[config.mk]
export PLATFORM = sky130hd
export DESIGN_NAME = mem_read_arbiter
export DESIGN_NICKNAME = d
export VERILOG_FILES = /design/src/rtl/mem_read_arbiter.sv
export SDC_FILE = /design/constraint.sdc
export NUM_CORES = 1
export LEC_CHECK = 0
export BUFFER_PORTS_ARGS = -buffer_cell sky130_fd_sc_hd__clkbuf_2
export CAP_MARGIN = 20
export CORE_UTILIZATION = 60
export DETAILED_ROUTE_END_ITERATION = 7
export PLACE_DENSITY = 0.86
export SYNTH_ARGS = -nofsm -noshare
export SYNTH_HDL_FRONTEND = slang
export SYNTH_SLANG_ARGS = --single-unit
[constraint.sdc]
create_clock -name clk -period 14.7 [get_ports clk]
set_input_delay 0.735 -clock clk [delete_from_list [all_inputs] [get_ports clk]]
set_output_delay 0.735 -clock clk [all_outputs]
set_load 0.03 [all_outputs]
[src/rtl/mem_read_arbiter.sv]
// Round-robin read arbiter: per-core pending slots, address-dependent latency, one RAM access at a time.
// Optional counters stat_grants/stat_busy_cycles/stat_dropped are built when MEM_ARB_STATS_EN is defined.
module mem_read_arbiter #(
  parameter int NCORES   = 16,
  parameter int AW       = 16,
  parameter int DW       = 16,
  parameter int SLOW_LAT = 10,
  parameter int FAST_LAT = 3
) (
  input  logic                 clk,
  input  logic                 rst,
  input  logic [NCORES-1:0]    req_valid,
  input  logic [NCORES*AW-1:0] req_addr,
  output logic [NCORES-1:0]    resp_ready,
  output logic [DW-1:0]        resp_data,
  output logic                 mem_rd_en,
  output logic [AW-1:0]        mem_rd_addr,
  input  logic [DW-1:0]        mem_rd_data,
  output logic                 busy
`ifdef MEM_ARB_STATS_EN
  ,
  output logic [31:0]          stat_grants,
  output logic [31:0]          stat_busy_cycles,
  output logic [31:0]          stat_dropped
`endif
);

  localparam int IDW    = (NCORES > 1) ? $clog2(NCORES) : 1;
  localparam int MAXLAT = (SLOW_LAT > FAST_LAT) ? SLOW_LAT : FAST_LAT;
  localparam int TW     = $clog2(MAXLAT + 1);

  localparam logic [0:0] ST_IDLE = 1'b0;
  localparam logic [0:0] ST_WAIT = 1'b1;

  logic [0:0]        state;
  logic [NCORES-1:0] pending;
  logic [AW-1:0]     addr_q [NCORES];
  logic [IDW-1:0]    rr_ptr;
  logic [IDW-1:0]    cur_id;
  logic [TW-1:0]     lat_q;
  logic [TW-1:0]     timer;
  logic [AW-1:0]     rd_addr_q;

  logic              gnt_any;
  logic [IDW-1:0]    gnt_id;
  logic [IDW-1:0]    cand;
  logic              grant;
  logic              busy_int;
  logic              at_resp;
  logic [NCORES-1:0] take;

  // Walk offsets from highest to lowest so the smallest offset from rr_ptr wins.
  always_comb begin
    gnt_any = 1'b0;
    gnt_id  = '0;
    cand    = '0;
    for (int i = NCORES - 1; i >= 0; i--) begin
      cand = IDW'((int'(rr_ptr) + i) % NCORES);
      if (pending[cand]) begin
        gnt_any = 1'b1;
        gnt_id  = cand;
      end
    end
  end

  assign grant    = (state == ST_IDLE) && gnt_any;
  assign busy_int = (state == ST_WAIT) || grant;
  assign at_resp  = (state == ST_WAIT) && (timer == lat_q);

  // The slot being granted this cycle is free for a new pulse from the same core.
  always_comb begin
    take = '0;
    for (int k = 0; k < NCORES; k++)
      take[k] = req_valid[k] & (~pending[k] | (grant & (gnt_id == IDW'(k))));
  end

  always_ff @(posedge clk) begin
    if (rst) begin
      state     <= ST_IDLE;
      pending   <= '0;
      rr_ptr    <= '0;
      cur_id    <= '0;
      lat_q     <= '0;
      timer     <= '0;
      rd_addr_q <= '0;
      for (int k = 0; k < NCORES; k++) addr_q[k] <= '0;
    end else begin
      if (grant) begin
        state     <= ST_WAIT;
        cur_id    <= gnt_id;
        rd_addr_q <= addr_q[gnt_id];
        lat_q     <= addr_q[gnt_id][AW-1] ? TW'(FAST_LAT) : TW'(SLOW_LAT);
        timer     <= TW'(1);
        rr_ptr    <= (gnt_id == IDW'(NCORES - 1)) ? '0 : gnt_id + 1'b1;
      end else if (state == ST_WAIT) begin
        if (timer == lat_q) begin
          state <= ST_IDLE;
          timer <= '0;
        end else begin
          timer <= timer + 1'b1;
        end
      end
      for (int k = 0; k < NCORES; k++) begin
        if (take[k]) begin
          pending[k] <= 1'b1;
          addr_q[k]  <= req_addr[k*AW +: AW];
        end else if (grant && (gnt_id == IDW'(k))) begin
          pending[k] <= 1'b0;
        end
      end
    end
  end

  assign busy        = busy_int & ~rst;
  assign mem_rd_en   = (state == ST_WAIT) && (timer == lat_q - 1'b1) && !rst;
  assign mem_rd_addr = rst ? '0 : rd_addr_q;
  assign resp_ready  = (at_resp && !rst) ? (NCORES'(1) << cur_id) : '0;
  assign resp_data   = (at_resp && !rst) ? mem_rd_data : '0;

`ifdef MEM_ARB_STATS_EN
  localparam int CW = IDW + 1;
  logic [CW-1:0] drop_cnt;
  logic [32:0]   drop_sum;

  always_comb begin
    drop_cnt = '0;
    for (int k = 0; k < NCORES; k++)
      drop_cnt = drop_cnt + CW'(req_valid[k] & ~take[k]);
  end

  assign drop_sum = {1'b0, stat_dropped} + 33'(drop_cnt);

  always_ff @(posedge clk) begin
    if (rst) begin
      stat_grants      <= '0;
      stat_busy_cycles <= '0;
      stat_dropped     <= '0;
    end else begin
      if (grant && (stat_grants != '1))         stat_grants      <= stat_grants + 1'b1;
      if (busy_int && (stat_busy_cycles != '1)) stat_busy_cycles <= stat_busy_cycles + 1'b1;
      stat_dropped <= drop_sum[32] ? '1 : drop_sum[31:0];
    end
  end
`endif

endmodule
==> results.txt <==
----------------------------------------------------
[Outcome]
  Result of the run ... finished clean

[Power]
  P_leak ... 8.162 nW
  Power spent charging and discharging nets ... ~0.0027 W
  Clock network fraction of design power ... between 15 and 20%
  Share of power burned in combinational logic ... 61.5%
  Internal power of the cells ... 0.002628 W
  Seq pwr share ... 21.8%
  Total power divided by cell area ... 271.6 mW/mm^2
  Switching share of power ... 50.68%
  Max VDD drop ... 0.2396 mV

[Synth]
  Share of the synthesized netlist area taken by xor and xnor gates ... 1.213%
  Number of unique standard cell types used by synthesis ... 80
  Average cell area after synthesis ... 10.73 sq um
  Fraction of the mapped netlist area in simple logic gates ... between 20% and 30%
  Warnings, synthesis ... 0
  Portion of netlist area occupied by mux cells ... 9.488%
  EDFF count, synth ... 256
  Cell type contributing the most total cell area after synthesis ... edfxtp_1
  Adder and majority cell fraction of the synthesized area ... 0.7536%
  Synthesized net count ... 1,847
  Most common cell in the netlist ... edfxtp_1
  Synthesized cell area ... 0.01660 sq mm
  Most common flop cell mapped by yosys ... edfxtp_1
  Fraction of synthesized cell area taken by the top area cell type ... 46.30%
  Compound-gate portion of the synthesized area ... 11.73%
  Post-Syn Instances ... between 1,500 and 2,000
  Share of flip-flops with an asynchronous set or reset after synthesis ... 0%
  #FFs+latches synth ... 303
  Sequential element share of the synthesized area ... between 50 and 60%
  Largest cells by area after synthesis ... edfxtp_1 (46%), and2_1 (6.7%), mux2i_1 (5.7%)
  Most frequent cells after synthesis ... edfxtp_1 (256), nand2_1 (184), and2_1 (178)
  Largest family of logic cells by synthesized area ... simple AND/OR/NAND/NOR gates

[Layout]
  Cell area after layout ... 0.01962 sq mm
  Layout overhead on the synthesized area ... 18.20%
  Layout net count ... roughly 2,100
  Layout cell share with drive strength beyond 1 ... 25.13%

[Critical path]
  R2R Path Start ... rr_ptr[0]
  Critical Path Sink Type ... register
  Number of cells traversed by the worst register-to-register path ... 18
  Worst reg2reg path endpoint ... rd_addr_q[7]
  Required time at the endpoint of the critical path ... 15.15 ns
  Path type of the worst setup path ... register to register
  Data arrival time of the critical path ... 8.01 ns
  Critical path startpoint ... rr_ptr[0]
  Maximum fanout count along the critical path ... 39
  Worst reg-to-reg setup slack ... ~7.1 ns
  Nature of the critical path startpoint ... register
  Critical path destination ... rd_addr_q[7]

[Global route]
  Met3 track demand over resource ... 8.110%
  Number of antenna violations at the first check in global routing ... 0
  Vias in the first global route ... 14,070
  Met2 capacity usage during global routing ... a little over three fifths
  GRT Total Usage ... 38.11%
  Pin count of the biggest net entering global routing ... 113
  Global route total overflow ... 0
  Global routing's busiest layer ... met2
  Met1 Resource Use GR ... 46.54%
  Global-route wire length before repair ... ~80,000 microns

[Drt]
  Detailed-route wire length ... around 55,000 microns
  Antenna-violating nets left ... 0
  Mean routed wirelength per cell ... 24.93 microns
  1st-iter DRT viols ... 1,716
  Detailed-router iteration count before antenna repair ... 5
  DR DRC count ... 0
  Overall via count from detail_route ... 14,310
  Routed vias/inst ... around 6.5

[CTS]
  CTS-repair resized insts ... 0
  Root Buffer ... clkbuf_16
  CTS Buffer Depth ... 3
  Clock insertion delay at the later pin of the skew report ... between 0.5 and 0.6 ns
  TritonCTS clock tree ... yes
  Clock transition time at the flip-flop clock pins of the worst setup and hold paths ... 0.07 ns
  Cts hold-fix bufs ... 0
  Number of levels in the clock H-tree ... 1
  CTS sink cnt ... 303
  Post-CTS Setup Repair Bufs ... 0
  Number of CTS-inserted buffers ... 31

[Placed design]
  Placed wire-length estimate after detailed placement ... 39,410 microns
  Count of input and output buffers ... 339
  Routability congestion estimate from global placement ... 1.003
  Dpl cell area ... approximately 0.018 sq mm

[Die]
  Die Width ... 168.3 microns
  Boundary Pins ... 340
  Core area ... roughly 0.027 sq mm
  Height of the die ... 168.3 microns
  Starting density of the core ... 61.43%
  Count of standard-cell rows ... 60
  Area of the die ... 0.02834 sq mm

[STA]
  Worst Skew ... 0.02241 ns
  Minimum hold slack ... 0.4064 ns
  Actual slew at the worst max-slew pin ... 1.117 ns
  Fmax achieved ... 132.4 MHz
  Summed negative setup slack over all endpoints ... 0 ns
  Final critical delay including setup and external delays ... between 7 and 8 ns
  Number of hold violations in the final report ... 0
  Finish-stage setup viols ... 0
  Max-Slew Margin vs Limit ... about 25%
  Count of final max-slew check failures ... 0
  Setup repair after global routing missed its margin ... false
  Final worst path period share ... 51.38%

[Worst hold path]
  Path type of the worst min-delay path ... primary input to register

[Flow run]
  Max-capacitance violation count ... 0

----------------------------------------------------
==> flip-flops by register name, indices dropped and copies added, names as in the netlist <==
name / flops
addr_q: 256
cur_id: 4
lat_q: 3
pending: 16
rd_addr_q: 15
rr_ptr: 4
state: 1
timer: 4
==> metrics by stage <==
stage,setup slack [ns],power (W),util [%],std cells
2_1_floorplan,8.737,0.003327,-,1547
3_3_place_gp,7.654,0.004247,68.19,2148
3_5_place_dp,7.510,0.004289,68.19,2148
4_1_cts,7.396,0.005189,72.50,2206
5_1_grt,6.928,0.005470,72.60,2207
6_report,7.147,0.005329,72.61,2208
==> placed cells by master, fill, tap and decap left out, types with 10 or more instances in the layout <==
| cell | Yosys | routed |
|---|---|---|
| inv_1 | 25 | 25 |
| ha_1 | 10 | 10 |
| nor2_1 | 74 | 74 |
| xnor2_1 | 13 | 13 |
| nand3_1 | 24 | 24 |
| dfxtp_1 | 47 | 47 |
| a21oi_1 | 56 | 55 |
| clkbuf_2 | 0 | 338 |
| edfxtp_1 | 256 | 256 |
| nor3_1 | 43 | 43 |
| o21ai_0 | 38 | 35 |
| nand2_1 | 184 | 184 |
| a2111oi_0 | 15 | 15 |
| and2_1 | 178 | 178 |
| buf_4 | 9 | 21 |
| o22ai_1 | 11 | 11 |
| xor2_1 | 10 | 10 |
| a31oi_1 | 34 | 33 |
| clkbuf_16 | 0 | 34 |
| nor2b_1 | 122 | 122 |
| o211ai_1 | 12 | 12 |
| o21ai_1 | 8 | 11 |
| mux2_2 | 12 | 12 |
| mux2i_1 | 95 | 95 |
| mux4_2 | 19 | 19 |
| a32oi_1 | 17 | 17 |
==> worst min-delay path by stage <==
stage                     cells past startpoint  slack (ns)     startpoint     endpoint
after CTS                                     3        0.39  req_valid[12]  pending[12]
after global routing                          3        0.43   req_valid[2]   pending[2]
after global placement                        2        0.47       lat_q[1]     lat_q[1]
after floorplan                               2        0.46       lat_q[1]     lat_q[1]
after detailed placement                      2        0.49       lat_q[1]     lat_q[1]
final                                         3        0.41  req_valid[12]  pending[12]
==> final cells by class <==
class / instances / area (sq um)
tap: 341 / 426.7
sequential: 303 / 8628
clock inverter: 15 / 230.2
clock buffer: 43 / 934.6
fill: 1823 / 7402
multi-input combinational: 1117 / 7420
antenna: 1 / 2.502
timing repair buffer: 360 / 1877
inverter: 28 / 105.1
==> layer usage <==
metal | vias up | wire (microns) | share of wire (%)
met1 | 6764 | 18930 | 34
met3 | 221 | 6364 | 12
li1 | 6205 | - | -
met4 | 0 | 3569 | 6.5
met2 | 1117 | 26180 | 48
met5 | - | 0 | 0
==> power groups by stage <==
stage               sequential [W]  clock, W  combinational (W)
floorplan                  0.00114         0            0.00219
detailed placement         0.00117         0            0.00312
CTS                        0.00116  0.000879            0.00315
global placement           0.00117         0            0.00308
finish                     0.00116  0.000888            0.00328
global route               0.00117  0.000913            0.00339
==> kinds of logic after synthesis <==
logic type / count (synthesis)
simple gates: 676
flops: 303
compound gates: 278
mux: 130
buf+inv: 127
xor+xnor: 23
fa+ha+maj: 10
==> critical path: stages, from the launching register on <==
cell       delay (ns)
dfxtp_1          0.32
buf_4            0.43
inv_1            0.49
ha_1             0.49
buf_4            0.38
mux4_2           0.40
mux2i_1          0.45
mux2i_2          0.22
nor2b_4          0.20
or4_1            0.55
o311ai_2         0.38
o211ai_2         0.23
nand2_4          0.49
inv_2            0.41
buf_4            0.38
a2111oi_0        0.97
a2111oi_0        0.21
nand2_1          0.21
a31oi_1          0.10
Power figures use the tool's default switching activity.
